**config.mk**
```make
export PLATFORM = sky130hd
export DESIGN_NAME = jtsdram_rdarb
export DESIGN_NICKNAME = d
export VERILOG_FILES = /design/src/rtl/jtsdram_rdarb.sv
export SDC_FILE = /design/constraint.sdc
export NUM_CORES = 1
export LEC_CHECK = 0
export BUFFER_PORTS_ARGS = -buffer_cell sky130_fd_sc_hd__buf_4
export CORE_UTILIZATION = 51
export DETAILED_ROUTE_END_ITERATION = 8
export PLACE_DENSITY = 0.91
export SYNTH_ARGS = -nofsm -noshare
export SYNTH_HDL_FRONTEND = slang
export SYNTH_SLANG_ARGS = --single-unit
export TNS_END_PERCENT = 10
```
**constraint.sdc**
```tcl
create_clock -name clk -period 3.2 [get_ports clk]
set_clock_uncertainty 0.15 [all_clocks]
set_input_delay 0.64 -clock clk [delete_from_list [all_inputs] [get_ports clk]]
set_output_delay 0.64 -clock clk [all_outputs]
set_load 0.01 [all_outputs]
```
**src/rtl/jtsdram_rdarb.sv**
```systemverilog
// Round-robin arbiter sharing one SDRAM read port among four bank checker channels.
// Serialises reads, routes ack/rdy to the winner, latches data and watches for rdy timeouts.
module jtsdram_rdarb #(
  parameter int TOUT_W = 8,
  parameter int CNT_W  = 16
) (
  input  logic              clk,
  input  logic              rst,
  input  logic [21:0]       ba0_addr,
  input  logic [21:0]       ba1_addr,
  input  logic [21:0]       ba2_addr,
  input  logic [21:0]       ba3_addr,
  input  logic              ba0_rd,
  input  logic              ba1_rd,
  input  logic              ba2_rd,
  input  logic              ba3_rd,
  output logic              ba0_ack,
  output logic              ba1_ack,
  output logic              ba2_ack,
  output logic              ba3_ack,
  output logic              ba0_rdy,
  output logic              ba1_rdy,
  output logic              ba2_rdy,
  output logic              ba3_rdy,
  output logic [21:0]       sdram_addr,
  output logic [1:0]        sdram_ba,
  output logic              sdram_rd,
  input  logic              sdram_ack,
  input  logic              sdram_rdy,
  input  logic [31:0]       sdram_dout,
  output logic [31:0]       data_read,
  input  logic              rfsh_req,
  output logic              rfsh_ok,
  output logic              timeout,
  output logic [CNT_W-1:0]  rd_cnt
);

  typedef enum logic [1:0] {
    IDLE = 2'd0,
    REQ  = 2'd1,
    WAIT = 2'd2,
    DONE = 2'd3
  } state_t;

  // Last counter value before all-ones: firing here makes the timeout
  // land after 2^TOUT_W-1 cycles spent in WAIT.
  localparam logic [TOUT_W-1:0] TOUT_LAST = ~TOUT_W'(1);

  state_t            state;
  logic [1:0]        ptr;
  logic [1:0]        gnt;
  logic [3:0]        ack;
  logic [3:0]        rdy;
  logic [TOUT_W-1:0] tcnt;
  logic [3:0]        rd_vec;
  logic [21:0]       addr_arr [4];
  logic [2:0]        pick;

  function automatic logic [2:0] rr_pick(input logic [3:0] req, input logic [1:0] base);
    logic [2:0] res;
    logic [1:0] idx;
    res = 3'b000;
    idx = base;
    // Walk from the farthest slot back to base so the nearest request wins.
    for (int i = 3; i >= 0; i--) begin
      idx = base + 2'(i);
      if (req[idx]) res = {1'b1, idx};
    end
    return res;
  endfunction

  function automatic logic [CNT_W-1:0] sat_inc(input logic [CNT_W-1:0] v);
    return (&v) ? v : v + CNT_W'(1);
  endfunction

  assign rd_vec      = {ba3_rd, ba2_rd, ba1_rd, ba0_rd};
  assign addr_arr[0] = ba0_addr;
  assign addr_arr[1] = ba1_addr;
  assign addr_arr[2] = ba2_addr;
  assign addr_arr[3] = ba3_addr;
  assign pick        = rr_pick(rd_vec, ptr);

  assign ba0_ack = ack[0];
  assign ba1_ack = ack[1];
  assign ba2_ack = ack[2];
  assign ba3_ack = ack[3];
  assign ba0_rdy = rdy[0];
  assign ba1_rdy = rdy[1];
  assign ba2_rdy = rdy[2];
  assign ba3_rdy = rdy[3];

  always_ff @(posedge clk or negedge rst) begin
    if (!rst) begin
      state      <= IDLE;
      ptr        <= 2'd0;
      gnt        <= 2'd0;
      ack        <= 4'd0;
      rdy        <= 4'd0;
      tcnt       <= '0;
      sdram_rd   <= 1'b0;
      sdram_addr <= 22'd0;
      sdram_ba   <= 2'd0;
      data_read  <= 32'd0;
      rfsh_ok    <= 1'b0;
      timeout    <= 1'b0;
      rd_cnt     <= '0;
    end else begin
      ack     <= 4'd0;
      rdy     <= 4'd0;
      rfsh_ok <= (state == IDLE) && rfsh_req;
      case (state)
        IDLE: begin
          if (!rfsh_req && pick[2]) begin
            gnt        <= pick[1:0];
            sdram_addr <= addr_arr[pick[1:0]];
            sdram_ba   <= pick[1:0];
            sdram_rd   <= 1'b1;
            state      <= REQ;
          end
        end
        REQ: begin
          // An ack arriving with the rd drop still counts: the controller took it.
          if (sdram_ack) begin
            sdram_rd  <= 1'b0;
            ack[gnt]  <= 1'b1;
            tcnt      <= '0;
            state     <= WAIT;
          end else if (!rd_vec[gnt]) begin
            sdram_rd  <= 1'b0;
            state     <= IDLE;
          end
        end
        WAIT: begin
          tcnt <= tcnt + TOUT_W'(1);
          if (sdram_rdy) begin
            data_read <= sdram_dout;
            rdy[gnt]  <= 1'b1;
            state     <= DONE;
          end else if (tcnt == TOUT_LAST) begin
            timeout   <= 1'b1;
            ptr       <= gnt + 2'd1;
            state     <= IDLE;
          end
        end
        DONE: begin
          rd_cnt <= sat_inc(rd_cnt);
          ptr    <= gnt + 2'd1;
          state  <= IDLE;
        end
        default: state <= IDLE;
      endcase
    end
  end

endmodule

```
==> run summary, run 1 <==
Max Cap Viol -> 0
Crit path kind -> register to register
H-tree Lvls -> 3
Mapped Area -> 0.00456 mm²
Root Buffer -> clkbuf_8
Tmin final -> 2.27 ns
Vias in the first global route -> 3792
Yosys cell types -> 45
I/O pins -> 212
Crit-path max cell delay -> 0.66 ns
RR Startpoint -> state[1]$_DFFE_PN0P_
Antenna cell count -> 0
CTS resizes -> 0
DRT iter0 DRCs -> 121
Fin Setup TNS -> 0 ns
# placed instances -> 678
CTS Hold Bufs -> 0
Via count -> 3817
Filler instances -> 585
GR Overflow Total -> 0
Worst-Skew Late Latency -> 0.35 ns
Die Wd -> 96.6 µm
Critical path cell sequence -> nand2_1, nor4_1, o211a_1, nand3_1, xnor2_1
Pleak -> 3.21 nW
First-pass GRT wire length -> 17600 µm
Count of input and output buffers -> 211
Critical path fanouts, max -> 13
Die H -> 96.6 µm
Multi-input logic area -> 0.00206 mm²
Final Max Tran Viols -> 0
Area Overhead vs Synth -> 41.0%
Antenna violations before repair -> 0
Finished Layout Cells -> 694
Deepest clock path buffer count -> 2
Fmax -> 440 MHz
Fin nets -> 717
Run status -> finished, final reports clean
CTS tree -> done
Hold Path Class -> input port to asynchronous set/reset pin
Remaining antenna violation count -> 0
Core Area -> 0.00868 mm²
Syn Nets -> 504
Relative slew slack -> 52.2%
Via density per instance -> 5.50
Post-synth top flop -> dfrtp_1
Final setup viols -> 0
Post-synthesis sequential area ratio -> 52.1%
Unrepaired setup endpoints after global routing -> false
CP Capture Type -> register
Synth Register Bits -> 95
DP Area -> 0.00625 mm²
Final instance area -> 0.00643 mm²
PD cells -> 768 mW/mm²
Syn Area/Cell -> 12.4 µm²
Num CTS Buffers -> 9
Crit path DAT -> 2.36 ns
Share of post-route cells with drive strength above 1 -> 50.0%
Rows -> 34
Placer Congestion -> 0.783
Number of synthesized flops with an enable pin -> 0
Crit start category -> register
Setup repair bufs after CTS -> 0
Synth async-reset ratio -> 100%
Initial Util -> 52.6%
Synth warnings -> 0
Die area -> 0.00933 mm²
Gate Count Post-Synth -> 368
DP Wirelength -> 9110 µm
DRC viols -> 0
Worst Tran Pin Value -> 0.710 ns
Register area -> 0.00238 mm²
Hold Vio Cnt, Final -> 0
Worst endpoint required time -> 3.29 ns
Largest net degree at the start of global routing -> 55
Launch point of the critical path -> state[1]$_DFFE_PN0P_
Gr usage total -> 24.9%
CTS sink cnt -> 95
Final worst-path cycle share -> 71.0%
Number of detailed-route iterations in the first pass -> 4
CP max-delay cell -> nor4_1
Avg WL per Cell -> 16.8 µm
Maximum VDD drop -> 491 µV
Clock-pin slew on the worst setup and hold paths -> 0.10 ns
Drt total wl -> 11700 µm
==> critical path: cells and delay by family, from the launching register on <==
kind            cells  cell delay [ns]
simple gates        3             0.96
flops               1             0.57
compound gates      1             0.33
xor+xnor            1             0.15
==> sequential cells by signal, indices dropped and copies added, names as in the netlist <==
signal	cells
ptr	2
timeout	1
tcnt	8
rdy	4
data_read	32
rfsh_ok	1
ack	4
sdram_addr	22
rd_cnt	16
state	2
gnt	2
sdram_rd	1
==> kinds of logic (layout without fill, tap and decap cells) <==
logic type | count (synthesis) | in the layout | synth area share [%]
DFF | 95 | 95 | 52.1
muxes | 81 | 81 | 19.0
and+or+nand+nor | 88 | 88 | 9.71
xor gates and xnor gates | 12 | 12 | 2.30
buffers and inverters | 26 | 244 | 2.85
AOI/OAI and AO/OA | 59 | 59 | 12.1
adders and majority gates | 7 | 7 | 1.92
==> power breakdown <==
group	switching [mW]	total [mW]	internal, mW
Combinational	1.00	2.21	1.21
Clock	0.434	0.727	0.292
Sequential	0.357	2.00	1.65
==> metal layers <==
layer	track usage, %	vias to the layer above	routed length (µm)	part of all wire, %
li1	-	1774	-	-
met5	0	-	0	0
met2	43.5	161	5990	51
met4	9.93	0	197	1.7
met3	4.85	18	763	6.5
met1	30.3	1864	4710	40
==> area by class of cell <==
class                   instances  share of cell area, %
multi-input cells             247                   32.0
repair buffers                221                   25.8
inverters                       7                  0.408
clock inverters                 7                  0.856
flip-flops and latches         95                   37.0
clock buffers                   9                   1.93
well taps                     108                   2.10
==> Yosys cell counts, types with 2 or more instances <==
cell | instances | area, µm²
buf_1 | 5 | 18.8
nand2b_1 | 6 | 37.5
mux2_2 | 35 | 394
nand3_1 | 10 | 50.1
a21oi_1 | 8 | 40.0
and3_1 | 6 | 37.5
inv_1 | 7 | 26.3
o221ai_1 | 3 | 26.3
nor2b_1 | 2 | 12.5
or3_1 | 3 | 18.8
o211ai_1 | 3 | 22.5
clkbuf_1 | 3 | 11.3
ha_1 | 7 | 87.6
o221ai_2 | 19 | 285
a211oi_1 | 2 | 15.0
xor2_1 | 3 | 26.3
nand2_1 | 35 | 131
nor3_1 | 2 | 10.0
nor4_1 | 2 | 12.5
nand4_1 | 5 | 31.3
o31ai_1 | 3 | 22.5
xnor2_1 | 9 | 78.8
nor2_1 | 6 | 22.5
and2_1 | 5 | 31.3
dfrtp_1 | 95 | 2380
buf_2 | 8 | 40.0
buf_6 | 3 | 33.8
o21ai_0 | 10 | 50.1
mux2i_1 | 45 | 450
a21o_1 | 2 | 15.0
and4_1 | 2 | 17.5
==> layout by cell type, fill, tap and decap left out, drive strengths merged, types with 2 or more instances in the layout <==
cell / instances
inv: 10
clkinv: 3
o221ai: 22
nand2: 35
and3: 6
or3: 3
xor2: 3
o211ai: 3
clkbuf: 9
a21oi: 8
nor2: 6
and4: 2
ha: 7
nor4: 2
and2: 5
mux2i: 45
dfrtp: 95
nand2b: 6
nand4: 5
o31ai: 3
a21o: 2
a211oi: 2
nor2b: 2
nor3: 2
xnor2: 9
o21ai: 10
buf: 221
mux2: 35
nand3: 10
==> final timing paths <==
check                                        endpoint  slack [ns]  cells past startpoint
setup / recovery               rd_cnt[15]$_DFFE_PN0P_        0.93                      5
hold / removal                  rd_cnt[8]$_DFFE_PN0P_        0.15                      1
min in group clk                  timeout$_DFFE_PN0P_        0.33                      1
hold reg to reg                   timeout$_DFFE_PN0P_        0.33                      1
setup reg to reg               rd_cnt[15]$_DFFE_PN0P_        0.93                      5
max in group asynchronous  sdram_addr[21]$_DFFE_PN0P_        1.94                      2
==> metrics by stage <==
| stage | hold WS, ns | util (%) | power [mW] | setup WS, ns |
|---|---|---|---|---|
| 6_report | 0.149 | 74.1 | 4.94 | 0.929 |
| 2_1_floorplan | 0.194 | - | 3.19 | 1.04 |
| 4_1_cts | 0.178 | 74.1 | 4.97 | 0.960 |
| 5_1_grt | 0.184 | 74.1 | 5.28 | 0.666 |
| 3_5_place_dp | 0.308 | 72.1 | 4.25 | 0.668 |
| 3_3_place_gp | 0.299 | 72.1 | 4.13 | 0.714 |
No activity file was read; power rests on OpenSTA's default activity.
==> inputs of run 2 (changes only) <==
--- a/config.mk
+++ b/config.mk
@@ -5,10 +5,11 @@
 export SDC_FILE = /design/constraint.sdc
 export NUM_CORES = 1
 export LEC_CHECK = 0
+export ABC_AREA = 1
 export BUFFER_PORTS_ARGS = -buffer_cell sky130_fd_sc_hd__buf_4
-export CORE_UTILIZATION = 51
+export CORE_UTILIZATION = 49
 export DETAILED_ROUTE_END_ITERATION = 8
-export PLACE_DENSITY = 0.91
+export PLACE_DENSITY = 0.86
 export SYNTH_ARGS = -nofsm -noshare
 export SYNTH_HDL_FRONTEND = slang
 export SYNTH_SLANG_ARGS = --single-unit
==> constraint.sdc (replaced) <==
create_clock -name clk -period 2.2 [get_ports clk]
set_clock_uncertainty 0.15 [all_clocks]
set_input_delay 0.44 -clock clk [delete_from_list [all_inputs] [get_ports clk]]
set_output_delay 0.44 -clock clk [all_outputs]
set_load 0.01 [all_outputs]
==> run 2 against run 1 <==
  * Core utilization down 1.2 points
  * Setup slack worse by 0.85 ns
  * Global-route usage grew 0.085 points
  * Critical endpoint is now sdram_addr[13]$_DFFE_PN0P_
  * Synthesized area grew 12%
  * Wire length up 18%
  * Synthesized cell count grew 91%
  * Power increased by 92%
  * Combinational power grew 150%
  * Die area is 17% higher
  * Count of clock-buffer cells in the layout grew 1
==> run summary, run 2 <==
Pleak -> 4.14 nW (+29%)
Largest regs -> data_read (32), sdram_addr (22), rd_cnt (16)
Hold Worst Slack -> 0.108 ns (-0.0403 ns)
Clock-pin slew on the worst setup and hold paths -> 0.10 ns (about the same)
DRT iter0 DRCs -> 295 (+140%)
Final worst-path cycle share -> 96.3% (+25 points)
Worst endpoint required time -> 2.31 ns (-0.98 ns)
Count leader, synth -> nand2_1
Vias in the first global route -> 4806 (+27%)
Commonest cells post-synth -> nand2_1 (285), inv_1 (100), dfrtp_1 (95)
Post-synth top flop -> dfrtp_1
Number of synthesized flops with an enable pin -> 0 (unchanged)
Largest area contributor in the netlist -> dfrtp_1
H-tree Lvls -> 3 (unchanged)
Filler instances -> 814 (+39%)
Via count -> 5175 (+36%)
Main area contributors after synthesis -> dfrtp_1 (46%), nand2_1 (21%), nand3_1 (8.7%)
Fin Setup TNS -> 0 ns (unchanged)
Synth Register Bits -> 95 (unchanged)
Syn Area/Cell -> 7.29 µm² (-41%)
Final WS setup -> 0.0823 ns (-0.847 ns)
M1 GR Usage -> 31.6% (+1.3 points)
Crit start category -> register
Psw -> 4.15 mW (+130%)
Crit path DAT -> 2.23 ns (-0.13 ns)
Final Max Tran Viols -> 0 (unchanged)
P_int -> 5.32 mW (+69%)
Gate Count Post-Synth -> 704 (+91%)
CTS sink cnt -> 95 (unchanged)
Yosys cell types -> 34 (-24%)
Maximum VDD drop -> 783 µV (+59%)
Syn Nets -> 840 (+67%)
Die Wd -> 104 µm (+8.0%)
Die H -> 104 µm (+8.0%)
Synth async-reset ratio -> 100% (unchanged)
RR Endpoint -> sdram_addr[13]$_DFFE_PN0P_
R2r setup slk -> 0.08 ns (-0.85 ns)
Run status -> finished, final reports clean
Tmin final -> 2.12 ns (-0.153 ns)
Die area -> 0.0109 mm² (+17%)
Hold Vio Cnt, Final -> 0 (unchanged)
Total Power -> 9.47 mW (+92%)
Num CTS Buffers -> 9 (unchanged)
Routing usage on met2 -> 42.1% (-1.3 points)
Max Cap Viol -> 0 (unchanged)
Gr busiest metal -> met2
Drt total wl -> 13800 µm (+18%)
Deepest clock path buffer count -> 2 (unchanged)
Rows -> 36 (+5.9%)
Relative slew slack -> 59.5% (+7.3 points)
Via density per instance -> 4.85 (-12%)
Synth warnings -> 0 (unchanged)
Fmax -> 472 MHz (+7.2%)
I/O pins -> 212 (unchanged)
Unrepaired setup endpoints after global routing -> true
Final setup viols -> 0 (unchanged)
DP Wirelength -> 10300 µm (+13%)
Met3 Use GR -> 5.83% (+0.98 points)
Setup WS pre-CTS -> 0.0663 ns (-0.601 ns)
# placed instances -> 1042 (+54%)
CP Capture Type -> register
Antenna violations before repair -> 0 (unchanged)
DRC viols -> 0 (unchanged)
GR Overflow Total -> 0 (unchanged)
Placer Congestion -> 0.867 (+11%)
Initial Util -> 51.5% (-1.0 points)
Clock power share -> 12.7% (-2.0 points)
CTS tree -> done
Core Area -> 0.00995 mm² (+15%)
Critical path fanouts, max -> 12 (-1)
Hold depth -> 3
Switching part of the total -> 43.8% (+7.5 points)
Antenna cell count -> 0 (unchanged)
Gr usage total -> 25.0% (+0.085 points)
RR Startpoint -> ptr[0]$_DFFE_PN0P_
Biggest register -> data_read
Post-synth top area share -> 46.3% (-5.8 points)
Reg power frac -> 30.0% (-11 points)
Mapped Area -> 0.00513 mm² (+12%)
Crit path kind -> register to register
Launch point of the critical path -> ptr[0]$_DFFE_PN0P_
Most frequent cells in the layout -> nand2_1 (283), buf_4 (226), inv_1 (99)
Fin nets -> 1064 (+48%)
Avg WL per Cell -> 12.9 µm (-23%)
Worst Tran Pin Value -> 0.606 ns (-0.104 ns)
Share of post-route cells with drive strength above 1 -> 29.7% (-20 points)
Gate power share -> 57.3% (+13 points)
Capture point of the worst path -> sdram_addr[13]$_DFFE_PN0P_
Root Buffer -> clkbuf_8
Post-synthesis sequential area ratio -> 46.3% (-5.8 points)
PD cells -> 1300 mW/mm² (+70%)
Max reg flops -> 32 (unchanged)
Area Overhead vs Synth -> 41.5%
Most common cell after layout, fill and taps aside -> nand2_1
Finished Layout Cells -> 1066 (+54%)
Number of detailed-route iterations in the first pass -> 5 (+1)
Worst-Skew Late Latency -> 0.37 ns (+0.02 ns)
Count of input and output buffers -> 211 (unchanged)
Hold Path Class -> input port to register
Largest net degree at the start of global routing -> 38 (-31%)
Reg2reg path depth -> 14 (+9)
First-pass GRT wire length -> 22000 µm (+25%)
Remaining antenna violation count -> 0 (unchanged)
-- run 2: changes by cell type in the layout (fill, tap and decap cells not counted), sizes merged, moves of 12 or more --
cell    before  now
buf        221  233
inv         10  105
mux2        35    2
mux2i       45    1
nand2       35  289
nand3       10   91
nor2         6   25
o221ai      22    0
-- run 2: power groups by stage --
stage | logic, mW | registers (mW) | clock network, mW
2_1_floorplan | 2.93 | 3.04 | 0
3_3_place_gp | 4.93 | 2.84 | 0
3_5_place_dp | 5.02 | 2.86 | 0
4_1_cts | 5.04 | 2.84 | 1.21
5_1_grt | 6.07 | 2.92 | 1.30
6_report | 5.43 | 2.84 | 1.20
-- run 2: worst max-delay path, stage by stage, from the launching register on --
cell and delay (ns):
dfrtp_2 0.46, buf_4 0.18, nand2_2 0.09, nand3_1 0.12, nand2_2 0.11, nand3_2 0.12
nand2_2 0.11, nand2_4 0.09, nand2_8 0.12, clkbuf_16 0.17, nand2_1 0.05, nand3_1 0.08
nand2_1 0.06, nand2_1 0.06, nand2_1 0.04
-- run 2: area by class of cell --
class	instances	area, µm²	area share (%)
Clock buffer	10	128	1.76
Clock inverter	6	77.6	1.07
Inverter	103	390	5.38
Multi-Input combinational cell	483	2260	31.2
Sequential cell	95	2380	32.8
Tap cell	133	166	2.29
Timing Repair Buffer	235	1850	25.5
Timing Repair inverter	1	7.51	0.103
-- run 2: metrics by stage --
| stage | util, % | cell area, µm² |
|---|---|---|
| floorplan | - | 5130 |
| global placement | 69.5 | 6920 |
| detailed placement | 69.5 | 6920 |
| CTS | 71.6 | 7130 |
| global route | 72.9 | 7260 |
| finish | 72.9 | 7260 |
-- run 2: how the worst min path moves through the flow --
stage | start | to | slack, ns
floorplan | rst | ack[0]$_DFF_PN0_ | -0.006
finish | sdram_dout[12] | data_read[12]$_DFFE_PN0P_ | 0.11
global route | sdram_dout[1] | data_read[1]$_DFFE_PN0P_ | 0.11
CTS | sdram_dout[5] | data_read[5]$_DFFE_PN0P_ | 0.10
detailed placement | rst | rd_cnt[6]$_DFFE_PN0P_ | 0.27
global placement | rst | rd_cnt[6]$_DFFE_PN0P_ | 0.27
-- run 2: logic make-up after synthesis --
family | count (synthesis) | synth area share [%]
fa+ha+maj | 7 | 1.71
mux | 3 | 0.634
compound gates | 31 | 3.44
xor+xnor | 14 | 2.39
simple gates | 427 | 35.0
flops | 95 | 46.3
buf+inv | 127 | 10.5
-- run 2: per-layer routing --
| metal | up-vias | part of all wire [%] |
|---|---|---|
| met1 | 2310 | 41 |
| met4 | 0 | 1.8 |
| met2 | 235 | 50 |
| met5 | - | 0 |
| met3 | 23 | 7.2 |
| li1 | 2607 | - |
-- run 2: repair_timing --
item | in CTS | in global routing
hold endpoints to repair | 31 | 0
hold buffers | 1 | 0
endpoints found under the setup margin | 0 | 26
resized for setup | 0 | 14
setup buffers | 0 | 4
